## src/rtl/ecpeta_rr_sched.sv

```systemverilog
// Round-robin scheduler sharing one ECPETA approximate adder between REQ requesters.
// Operands are registered, the sum and an exact-vs-approximate flag are captured, then returned tagged by id.

module ecpeta #(
   parameter int n = 16,
   parameter int k = 11
) (
   input  logic [n-1:0] A,
   input  logic [n-1:0] B,
   output logic [n-1:0] sum
);

   logic sat;

   // Low part: scan from the top approximate bit down; the first position where
   // both inputs are 1 forces that bit and everything below it to 1. The upper
   // part is exact, with its carry-in predicted from the top approximate bit pair.
   always_comb begin
      sum = '0;
      sat = 1'b0;
      for (int i = k - 1; i >= 0; i--) begin
         if (sat) begin
            sum[i] = 1'b1;
         end else if (A[i] && B[i]) begin
            sum[i] = 1'b1;
            sat    = 1'b1;
         end else begin
            sum[i] = A[i] ^ B[i];
         end
      end
      sum[n-1:k] = A[n-1:k] + B[n-1:k] + (n-k)'(A[k-1] & B[k-1]);
   end

endmodule

module ecpeta_rr_sched #(
   parameter int N = 16,
   parameter int K = 11,
   parameter int REQ = 4,
   localparam int IDW = $clog2(REQ)
) (
   input  logic             clk,
   input  logic             rst,
   input  logic [REQ-1:0]   req_valid,
   output logic [REQ-1:0]   req_ready,
   input  logic [REQ*N-1:0] req_a,
   input  logic [REQ*N-1:0] req_b,
   output logic             resp_valid,
   input  logic             resp_ready,
   output logic [N-1:0]     resp_sum,
   output logic [IDW-1:0]   resp_id,
   output logic             resp_err,
   output logic [15:0]      ops_count
);

   typedef enum logic [1:0] {IDLE, CALC, RESP} state_t;

   state_t         state_q;
   logic [IDW-1:0] ptr_q;
   logic [IDW-1:0] id_q;
   logic [N-1:0]   a_q;
   logic [N-1:0]   b_q;
   logic [N-1:0]   sum_q;
   logic           err_q;
   logic [15:0]    ops_q;

   logic           grant_vld;
   logic [IDW-1:0] grant_id;
   logic [IDW-1:0] idx;
   logic [N-1:0]   sel_a;
   logic [N-1:0]   sel_b;
   logic [N-1:0]   approx_sum;
   logic [N-1:0]   exact_sum;

   // Search ptr, ptr+1, ... (mod REQ); walking backwards lets the nearest hit win.
   always_comb begin
      grant_vld = 1'b0;
      grant_id  = '0;
      idx       = '0;
      for (int i = REQ - 1; i >= 0; i--) begin
         idx = ptr_q + IDW'(i);
         if (req_valid[idx]) begin
            grant_vld = 1'b1;
            grant_id  = idx;
         end
      end
   end

   always_comb begin
      sel_a = '0;
      sel_b = '0;
      for (int i = 0; i < REQ; i++) begin
         if (grant_id == IDW'(i)) begin
            sel_a = req_a[i*N +: N];
            sel_b = req_b[i*N +: N];
         end
      end
   end

   // Handshakes: a transfer happens on a rising edge where valid and ready are
   // both high; a producer holds valid and data until then, ready never waits on
   // anything but valid and registered state.
   assign req_ready = (state_q == IDLE && grant_vld) ? (REQ'(1) << grant_id) : '0;

   ecpeta #(.n(N), .k(K)) u_ecpeta (
      .A   (a_q),
      .B   (b_q),
      .sum (approx_sum)
   );

   assign exact_sum = a_q + b_q;

   always_ff @(posedge clk) begin
      if (rst) begin
         state_q <= IDLE;
         ptr_q   <= '0;
         id_q    <= '0;
         a_q     <= '0;
         b_q     <= '0;
         sum_q   <= '0;
         err_q   <= 1'b0;
         ops_q   <= '0;
      end else begin
         case (state_q)
            IDLE: begin
               if (grant_vld) begin
                  a_q     <= sel_a;
                  b_q     <= sel_b;
                  id_q    <= grant_id;
                  state_q <= CALC;
               end
            end
            CALC: begin
               sum_q   <= approx_sum;
               err_q   <= (approx_sum != exact_sum);
               state_q <= RESP;
            end
            RESP: begin
               // Priority moves only once the consumer has taken the result.
               if (resp_ready) begin
                  ptr_q   <= id_q + IDW'(1);
                  ops_q   <= ops_q + 16'd1;
                  state_q <= IDLE;
               end
            end
            default: state_q <= IDLE;
         endcase
      end
   end

   assign resp_valid = (state_q == RESP);
   assign resp_sum   = sum_q;
   assign resp_id    = id_q;
   assign resp_err   = err_q;
   assign ops_count  = ops_q;

endmodule
```

## config.mk

```make
export PLATFORM = sky130hd
export DESIGN_NAME = ecpeta_rr_sched
export DESIGN_NICKNAME = d
export VERILOG_FILES = /design/src/rtl/ecpeta_rr_sched.sv
export SDC_FILE = /design/constraint.sdc
export NUM_CORES = 1
export LEC_CHECK = 0
export CELL_PAD_IN_SITES_DETAIL_PLACEMENT = 1
export CELL_PAD_IN_SITES_GLOBAL_PLACEMENT = 2
export CORE_ASPECT_RATIO = 1.25
export CORE_MARGIN = 4
export CORE_UTILIZATION = 28
export CTS_BUF_LIST = sky130_fd_sc_hd__clkbuf_4
export DETAILED_ROUTE_END_ITERATION = 6
export PLACE_DENSITY = 0.95
export SYNTH_ARGS = -nofsm -noshare
export SYNTH_HDL_FRONTEND = slang
export SYNTH_HIERARCHICAL = 1
export SYNTH_SLANG_ARGS = --single-unit
```

## constraint.sdc

```tcl
create_clock -name clk -period 9 [get_ports clk]
set_input_delay 1.8 -clock clk [delete_from_list [all_inputs] [get_ports clk]]
set_output_delay 1.8 -clock clk [all_outputs]
set_load 0.01 [all_outputs]
```

# After elaboration in Yosys (flattened, before gate mapping)

Index checks and enable logic that the tools add are counted.

Output and inout bits: 40
Register bits after elaboration: 71
Input bits: 135

Magnitude comparators: 4
Add/subtract/negate cells: 8
Reductions and logical operators: 17
Mux-type cells: 68
Shift operators: 1
Bitwise logic cells: 12
Equality and inequality tests: 8

Operators with widths:

| kind                  | count |
|---|---|
| $mux 16               | 8 |
| $mux 1                | 48 |
| $add 16x1->16 const B | 1 |
| $add 16x16->16        | 1 |
| $ne 16x16->1          | 1 |
| $logic_and 1x1->1     | 12 |
| $lt 2x3->1 const B    | 4 |
| $mux 2                | 6 |
| $xor 1x1->1           | 11 |
| $add 5x5->5           | 2 |
| $bmux 1 s2            | 4 |
| $eq 2x2->1 const B    | 3 |
| $pmux 2 s3            | 1 |
| $reduce_and 2->1      | 3 |
| $add 2x1->2 const B   | 2 |
| $add 2x2->2 const B   | 2 |
| $eq 2x1->1 const B    | 2 |
| $logic_not 2->1       | 2 |
| $mux 4                | 1 |
| $shl 1x2->4 const A   | 1 |
| $ne 2x1->1 const B    | 1 |
| $ne 2x2->1 const B    | 1 |
| $and 1x1->1           | 1 |

# Longest topological paths before layout

Word-level depth: 13
Depth in mapped cells: 13

# Modules after synthesis

Netlist, hierarchy kept.

Modules (own cells, without submodules):

| module          | cells each | times used | area an instance (um2) |
|---|---|---|---|
| ecpeta_rr_sched | 593        | 1          | 4,620.7 |
| ecpeta          | 47         | 1          | 320.3 |

# Worst setup path after synthesis

Ideal clock, no wire load.

Path kind: input-to-output
From: input req_valid[0]
To: output req_ready[0]
Stages on the path: 6
Data arrival time: 3.133 ns
Setup slack: 4.067 ns
Required time: 7.200 ns
Path buffers: 2
Cells stage by stage: a21oi_1 o21a_1 o22ai_1 clkbuf_1 clkbuf_1 nor3b_1

Cells in the longest elaborated chain, start to end: 8
Elaborated cells between the ends (all ways): 19
Classes of those cells: shift (1); mux (17); reduce/logical (1)

Ends and longest elaborated chain:

| what                                                    | line | RTL |
|---|---|---|
| start, declared                                         | 44   | `input logic [REQ-1:0] req_valid,` |
| $bmux 1 s2                                              | 82   | `if (req_valid[idx]) begin` |
| $mux 1 (implied by the code)                            | 82   |  |
| $mux 2 / $mux 1 (equally long branches) (4 in series)   | 82   |  |
| $shl 1x2->4 / $logic_and 1x1->1 (equally long branches) | 103  | `assign req_ready = (state_q == IDLE && grant_vld) ? (REQ'(1) << grant_id) : '0;` |
| $mux 4 *                                                | 103  |  |
| end, declared                                           | 45   | `output logic [REQ-1:0] req_ready,` |

Every way passes the cells marked *; elsewhere a longest branch is shown, timed or not. The select of a mux whose other input is x is not followed.

# Worst setup path after layout

From: input req_valid[0]
To: output req_ready[3]

The elaborated chain is that of the path after synthesis.

==> metrics.txt <==
status complete, no violations; worst skew pair latency 0.45 ns; switching portion of total power 35.6%; commonest non-fill, non-tap cell in the layout clkdlybuf4s50_1; DRC 0; post-synthesis instance total 640; Netlist Area Pre-Place 0.00494 sq mm; Crit Path Max Fanout 40; Mapped Nets 797; dpl cell area 0.00684 sq mm; TNS Setup 0 ns; Largest stage delay, worst path 0.58 ns; final worst slack 2.89 ns; clock skew 0.0150 ns; Clock Path Buffers 2; die footprint 0.0198 sq mm; Post-Route Utilization 40.7%; Via density 5.15; GRT Util Overall 18.0%; syn_area_per_cell 7.72 sq um; Yosys warnings 6; largest net degree at the start of global routing 73; GPL Wtd Cong 0.867; EDFF count, synth 0; hold_sp resp_sum[4]$_SDFFE_PP0N_; flops & latches, synth 71; nets 946; data required time at the worst endpoint 7.20 ns; hold_ws 0.463 ns; CP delay by family, top buffers and inverters; Synth cell types 62; final hold violation count 0; Final min period 6.11 ns; Post-DP HPWL 14,000 um; VDD IR max 0.0635 mV; Power, Total 1.13 mW; Min-Delay Path Class reg2reg; cts bufs inserted 9; CTS Root Cell clkbuf_4; total congestion overflow 0; CTS tree built; final setup violation count 0; Avg WL per Cell 17.5 um; post-route ant nets 0; Routed WL 17,900 um; Crit Path Category in2out; register area share after synthesis 28.8%; Async S/R FF share, synth 0%; fin. max-slew vios 0; layout cells sized above 1 5.92%; H-Tree Depth 3; postcts setup bufs 0; initial antenna violation count 2; Boundary Pins 175; fmax 0.164 GHz; pre-CTS setup slack 2.87 ns; Buf/Inv on CP 4; Die Y 157 um; clock group share of total power 26.4%; RSZ-0062 raised after global routing false; number of global-route vias before repair 5,405; worst slew pin tran 1.20 ns; worst-path cell chain clkdlybuf4s50_1 > mux2i_1 > nor2_1 > or3_1 > buf_4 > nor3_1 > buf_4 > clkdlybuf4s50_1; Worst Setup SP req_valid[0]; Worst R2R Start b_q[10]$_SDFFE_PP0P_; Reg power frac 33.1%; Initial Util 28.5%; worst relative slew slack 20.0%; CTS Hold Bufs 0; placed insts 1,002; DR vias 5,251; Internal 730 uW; most frequent cells in the layout clkdlybuf4s50_1, nand2_1, nor2_1, dfxtp_1, a21oi_1; 1st-iter DRT viols 248; CP max stage cell clkdlybuf4s50_1; First-pass DRT Iterations 5; Worst EP arrival 4.31 ns; input/output buffers 174; Die X 127 um; Crit. End Element primary output; clk sinks 71; pwr dens 161 mW/mm^2; cell area after layout 0.00706 sq mm; static leakage 2.64 nW; Sw Pwr 403 uW; CTS clk-pin slew, worst paths 0.12 ns; post-CTS sizing 0; Post-Layout Cell Count 1,020; Std-Cell Rows 54; area delta synth->final 42.9%; global-route wire length before repair 28,700 um; max cap viols 0; Gate power share 40.5%; Synth Flop Type dfxtp_1; Core Area 0.0174 sq mm; CP Launch Type input pin; crit share post-route 67.9%
[final cells by class]
class | instances | area (sq um)
fill | 2092 | 10300
multi-input combinational | 517 | 3320
timing repair buffer | 180 | 1780
sequential | 71 | 1420
tap | 224 | 280
clock inverter | 7 | 145
clock buffer | 9 | 67.6
inverter | 10 | 37.5
antenna | 2 | 5.00
[state kept, by name, summed over array words and instances (netlist names)]
| register | flops |
|---|---|
| b_q | 16 |
| ops_count | 16 |
| resp_id | 2 |
| resp_sum | 16 |
| a_q | 16 |
| state_q | 2 |
| resp_err | 1 |
| ptr_q | 2 |
[worst reg2reg max path: cells and delay by family (launching register included)]
| family | cells | cell delay [ns] |
|---|---|---|
| AO/OA/AOI/OAI | 5 | 1.66 |
| AND/OR/NAND/NOR | 5 | 1.40 |
| flip-flops | 1 | 0.41 |
| XOR/XNOR | 1 | 0.20 |
[path summary, 6_finish.rpt]
check,depth (start not counted),end,slack (ns)
worst max register to register,11,resp_err$_SDFFE_PP0N_,5.20
worst min-delay path,2,resp_sum[4]$_SDFFE_PP0N_,0.46
worst max-delay path,8,req_ready[3],2.89
worst min register to register,2,resp_sum[4]$_SDFFE_PP0N_,0.46
[power by group through the flow]
stage               logic, mW  clock network (mW)  registers (mW)
global placement        0.455                   0           0.381
floorplan               0.300                   0           0.375
detailed placement      0.459                   0           0.382
global route            0.511               0.319           0.381
CTS                     0.463               0.308           0.375
finish                  0.459               0.300           0.375
[synth_stat cells (3+ instances only)]
| master | count | area share (%) |
|---|---|---|
| nor2_1 | 84 | 6.4 |
| a21o_1 | 3 | 0.46 |
| mux2_2 | 15 | 3.4 |
| and2_1 | 13 | 1.6 |
| a31oi_1 | 4 | 0.51 |
| o21bai_1 | 7 | 1.1 |
| xor2_1 | 18 | 3.2 |
| nand2b_1 | 4 | 0.51 |
| dfxtp_1 | 71 | 29 |
| clkbuf_1 | 28 | 2.1 |
| or3_1 | 6 | 0.76 |
| xnor2_1 | 21 | 3.7 |
| a221oi_1 | 14 | 2.5 |
| nand3_1 | 12 | 1.2 |
| a211oi_1 | 23 | 3.5 |
| buf_2 | 8 | 0.81 |
| o22ai_1 | 3 | 0.38 |
| a22oi_1 | 15 | 2.3 |
| ha_1 | 19 | 4.8 |
| mux2i_1 | 5 | 1.0 |
| o21ai_0 | 9 | 0.91 |
| and2_0 | 8 | 1.0 |
| nand2_1 | 99 | 7.5 |
| a21oi_1 | 55 | 5.6 |
| nor3_1 | 6 | 0.61 |
| o21a_1 | 5 | 0.76 |
| and3_1 | 5 | 0.63 |
| fa_1 | 3 | 1.2 |
| nand4_1 | 6 | 0.76 |
| a311oi_1 | 19 | 3.4 |
| inv_1 | 10 | 0.76 |
| nor2b_1 | 3 | 0.38 |
[kinds of logic after synthesis]
| family | count (synthesis) | synth area share [%] |
|---|---|---|
| AND/OR/NAND/NOR | 256 | 23.3 |
| buffers and inverters | 52 | 4.66 |
| multiplexers | 20 | 4.43 |
| adder cells (fa/ha/maj) | 22 | 6.03 |
| flip-flops | 71 | 28.8 |
| XOR/XNOR | 40 | 7.39 |
| AO/OA/AOI/OAI | 179 | 25.4 |
[layer usage]
metal	up-vias	wire length, um	global-route usage (%)
met4	0	467	6.49
li1	2611	-	-
met2	151	8930	31.1
met5	-	0	0
met3	31	1170	4.37
met1	2458	7310	21.6
(Power assumes the default switching activity.)
